==> src/rtl/mem_arbiter.sv <==
// Shares one single-port synchronous memory between instruction fetch and data access.
// Define ARB_ROUND_ROBIN_EN for alternating conflict priority; otherwise data always wins a conflict.
module mem_arbiter #(
   parameter int AW      = 32,
   parameter int DW      = 32,
   parameter int MEM_LAT = 1
) (
   input  logic          clk,
   input  logic          rst,
   input  logic          if_req,
   input  logic [AW-1:0] if_addr,
   input  logic          if_flush,
   output logic          if_gnt,
   output logic          if_rvalid,
   output logic [DW-1:0] if_rdata,
   input  logic          d_req,
   input  logic          d_we,
   input  logic [AW-1:0] d_addr,
   input  logic [DW-1:0] d_wdata,
   output logic          d_gnt,
   output logic          d_rvalid,
   output logic [DW-1:0] d_rdata,
   output logic          mem_en,
   output logic          mem_we,
   output logic [AW-1:0] mem_addr,
   output logic [DW-1:0] mem_wdata,
   input  logic [DW-1:0] mem_rdata,
   output logic          busy
);

   typedef enum logic {IDLE = 1'b0, BUSY = 1'b1} state_t;

   localparam logic [1:0] CNT_INIT = 2'(MEM_LAT - 1);

   state_t     state_q, state_d;
   logic [1:0] cnt_q, cnt_d;
   logic       owner_q, owner_d;   // 1 = data requester owns the outstanding read
   logic       flush_q, flush_d;   // fetch was flushed while its read was in flight

   logic resp;
   logic can_grant;
   logic fetch_req;
   logic conflict;
   logic prefer_data;
   logic if_gnt_c;
   logic d_gnt_c;
   logic read_gnt;

   always_ff @(posedge clk or posedge rst) begin
      if (rst) begin
         state_q <= IDLE;
         cnt_q   <= 2'd0;
         owner_q <= 1'b0;
         flush_q <= 1'b0;
      end else begin
         state_q <= state_d;
         cnt_q   <= cnt_d;
         owner_q <= owner_d;
         flush_q <= flush_d;
      end
   end

`ifdef ARB_ROUND_ROBIN_EN
   logic rr_q, rr_d;

   always_ff @(posedge clk or posedge rst) begin
      if (rst) rr_q <= 1'b1;
      else     rr_q <= rr_d;
   end

   // Whoever wins a conflict yields the next one.
   always_comb begin
      rr_d = rr_q;
      if (conflict && can_grant) rr_d = ~d_gnt_c;
   end

   assign prefer_data = rr_q;
`else
   assign prefer_data = 1'b1;
`endif

   always_comb begin
      state_d  = state_q;
      cnt_d    = cnt_q;
      owner_d  = owner_q;
      flush_d  = flush_q | ((state_q == BUSY) & if_flush);
      read_gnt = if_gnt_c | (d_gnt_c & ~d_we);
      if (read_gnt) begin
         state_d = BUSY;
         cnt_d   = CNT_INIT;
         owner_d = d_gnt_c;
         flush_d = 1'b0;
      end else if (state_q == BUSY) begin
         if (cnt_q != 2'd0) cnt_d = cnt_q - 2'd1;
         else               state_d = IDLE;
      end
   end

   always_comb begin
      resp      = (state_q == BUSY) && (cnt_q == 2'd0);
      can_grant = ~rst & ((state_q == IDLE) | resp);
      fetch_req = if_req & ~if_flush;
      conflict  = fetch_req & d_req;
      d_gnt_c   = can_grant & d_req & (~fetch_req | prefer_data);
      if_gnt_c  = can_grant & fetch_req & ~d_gnt_c;

      if_gnt    = if_gnt_c;
      d_gnt     = d_gnt_c;
      mem_en    = if_gnt_c | d_gnt_c;
      mem_we    = d_gnt_c & d_we;
      mem_addr  = if_gnt_c ? if_addr : (d_gnt_c ? d_addr : '0);
      mem_wdata = (d_gnt_c & d_we) ? d_wdata : '0;
      // A flush in the response cycle itself also kills the fetch data.
      if_rvalid = ~rst & resp & ~owner_q & ~flush_q & ~if_flush;
      d_rvalid  = ~rst & resp & owner_q;
      if_rdata  = rst ? '0 : mem_rdata;
      d_rdata   = rst ? '0 : mem_rdata;
      busy      = ~rst & (state_q == BUSY);
   end

endmodule

==> config.mk <==
export PLATFORM = sky130hd
export DESIGN_NAME = mem_arbiter
export DESIGN_NICKNAME = d
export VERILOG_FILES = /design/src/rtl/mem_arbiter.sv
export SDC_FILE = /design/constraint.sdc
export NUM_CORES = 1
export LEC_CHECK = 0
export ABC_AREA = 1
export ABC_CLOCK_PERIOD_IN_PS = 1900
export CELL_PAD_IN_SITES_DETAIL_PLACEMENT = 0
export CELL_PAD_IN_SITES_GLOBAL_PLACEMENT = 1
export CORE_MARGIN = 8
export CORE_UTILIZATION = 11
export DETAILED_ROUTE_END_ITERATION = 16
export GPL_TIMING_DRIVEN = 0
export PLACE_DENSITY = 0.89
export SYNTH_ARGS = -nofsm -noshare
export SYNTH_HDL_FRONTEND = slang
export SYNTH_SLANG_ARGS = --single-unit
export TNS_END_PERCENT = 20
==> constraint.sdc <==
create_clock -name clk -period 1.9 [get_ports clk]
set_input_delay 0.57 -clock clk [delete_from_list [all_inputs] [get_ports clk]]
set_output_delay 0.57 -clock clk [all_outputs]
set_load 0.1 [all_outputs]
==> flow_metrics.tcl <==
set metrics [dict create \
    dr.first_iter.drc_count 103 \
    drtAntennaViolNets 0 \
    status "complete, but fails checks" \
    grt.total_usage_pct 11.3 \
    area_delta_synth_final_pct 327 \
    synth_cell_type_count 23 \
    synth_area_leaders "inv_1, nand2_1, buf_4" \
    setup_violations 103 \
    yosys.area_share.simple_pct 52.1 \
    crit_cells 11 \
    synth_top_family_by_area "simple AND/OR/NAND/NOR gates" \
    ios 269 \
    routed_wl_um 12500 \
    r2r_cells 8 \
    layout_min_cycle_time_ns 2.33 \
    drive_above_1_share_pct 60.5 \
    crit_arrival_ns 1.76 \
    violations "negative setup slack" \
    powerDensity_nw_per_um2 393 \
    fill_cells 1414 \
    max-cap-violations 0 \
    numClockSinks 5 \
    synthArstFlopShare_pct 100 \
    wl_met3_um 1070 \
    critical_path_buf_inv_count 5 \
    synth_top_area_share_pct 16.3 \
    top_layer_used "met4" \
    io_buffers 267 \
    clkTransAtPathRegs_ns 0.03 \
    hold_viol 0 \
    num_vias 3081 \
    p_leak_uw 0.00343 \
    critical_path_class "flop to output pin" \
    initial_core_util_pct 11.1 \
    syn-num-nets 456 \
    ys_seq_elements 5 \
    firstDrtPassIters 4 \
    drc 0 \
    place_area_sq_um 5460 \
    syn_area_per_cell_sq_um 5.41 \
    synth.most_common_cell "inv_1" \
    max_freq_mhz 429 \
    startpoint_type "flop" \
    ir_drop_mv 0.188 \
    crit_family "buffers and inverters" \
    syn_area_sq_um 1730 \
    yosysWarnings 0 \
    synth_mux_area_share_pct 0 \
    relSlewSlack_pct 81.1 \
    final_nets 745 \
    synth_xor_xnor_area_share_pct 0.506 \
    core_sq_um 15700 \
    clock_latency_ns 0.23 \
    slew_violations 0 \
    endpoint_kind "output pin" \
    cp_cell_sequence "inv_2, ha_4, inv_4, nand2_4, nand2_4, nor2_8, buf_12, clkbuf_16, nand2_2, nand2_2, buf_12" \
    crit_fanout 5 \
    synth_edf_count 0 \
    grt_overflow 0 \
    rsz0062_at_grt "yes" \
    ys_seq_area_share_pct 7.23 \
    tightest_slew_ns 0.286 \
    finalWorstSetupSlack_ns -0.433 \
    ys_top_cells_by_count "inv_1, nand2_1, nor2_1" \
    grt_pass1_vias 3273 \
    crit_required_ns 1.33 \
    min_path_type "primary input to async pin" \
    synth-compound-area-share_pct 1.01 \
    hpwlAfterDp_um 9310 \
    finalPower_uw 2900 \
    max_stage_delay_ns 0.38 \
    cts_max_path_buffers 2 \
    postLayoutCellArea_sq_um 7380 \
    wirelength_met1_um 4050 \
    grt_pass1_wl_um 17800 \
    die_y_um 141 \
    synthCells 320 \
    yosysTopAreaCell "inv_1" \
    grt_max_degree 11 \
    gp_congestion 0.821 \
    avgViaCountPerCell 3.73 \
    cts.htree.levels 1 \
    cts_root_buf "clkbuf_16" \
    min_period_over_period_pct 123 \
    die-area_sq_um 20000 \
    synth_fa_ha_area_share_pct 1.45 \
    cts_made_buffers 3 \
    met2RoutedLength_um 7020 \
    fp.dieW_um 141 \
    skew_ns 0.00111 \
    slowest_stage "dfrtp_1" \
    cts_tree "yes" \
    num_rows 46 \
    wl_per_cell_um 15.1 \
    antenna_found_initial 0 \
    ys.flop_type "dfrtp_1" \
]
[worst paths after layout]
path	from	to	slack [ns]
worst max-delay path	cnt_q[1]	mem_addr[17]	-0.43
worst min-delay path	rst	flush_q	0.24
worst max register to register	cnt_q[1]	flush_q	0.58
worst min register to register	flush_q	flush_q	0.63
max in group asynchronous	rst	cnt_q[1]	1.55
min in group clk	flush_q	flush_q	0.63
[layout by cell type (no fill, tap or decap), types with 10 or more instances in the layout]
cell,count
nor2_4,65
buf_4,10
buf_12,149
nand2_4,17
nand4_1,34
dlymetal6s2s_1,20
inv_2,31
nand2_2,40
nand2_1,13
buf_6,28
clkdlybuf4s50_1,104
inv_1,44
[power breakdown]
part / total, uW / switching, uW / internal (uW) / leakage (uW)
clock network: 355 / 76.2 / 279 / 0.0000382
logic: 2420 / 1440 / 978 / 0.00333
registers: 126 / 10.2 / 116 / 0.0000645
[repair_timing]
action,CTS,global route
setup endpoints to repair,135,134
gates cloned,5,3
gates resized for setup,1065,233
endpoints found under the hold margin,0,0
setup buffers,8,1
pin swaps,29,43
hold buffers,0,0
[stage by stage]
step	TNS, ns	hold slack [ns]	utilization (%)	setup slack [ns]	std cells
after global routing	-35.78	0.243	47.1	-0.496	824
after detailed placement	-182.80	0.482	34.9	-1.71	803
after global placement	-182.51	0.483	34.9	-1.73	803
final	-29.78	0.240	47.2	-0.433	825
after floorplan	-48.27	0.458	-	-0.584	320
after CTS	-45.84	0.242	41.8	-0.440	820
[per-layer routing]
layer,global-route usage [%],up-vias
met5,0,-
met4,3.96,0
met3,4.67,22
met2,20.8,145
met1,11.1,1414
li1,-,1500
[registers in the layout, indices dropped and copies added (netlist names)]
name,flops
owner_q,1
state_q,1
cnt_q,2
flush_q,1
[cell type report]
class	count	area [sq um]	area share [%]
Inverter	78	303	4.10
Timing Repair Buffer	284	4150	56.2
Multi-Input combinational cell	186	1600	21.6
Clock buffer	4	78.8	1.07
Sequential cell	5	125	1.69
Buffer	51	853	11.6
Tap cell	216	270	3.66
Antenna cell	1	2.50	0.0339
[kinds of logic after synthesis]
family                     after synthesis
AOI/OAI and AO/OA                        3
buffers and inverters                  129
and+or+nand+nor                        180
adders and majority gates                2
DFF                                      5
xor gates and xnor gates                 1
Power figures use the tool's default switching activity.
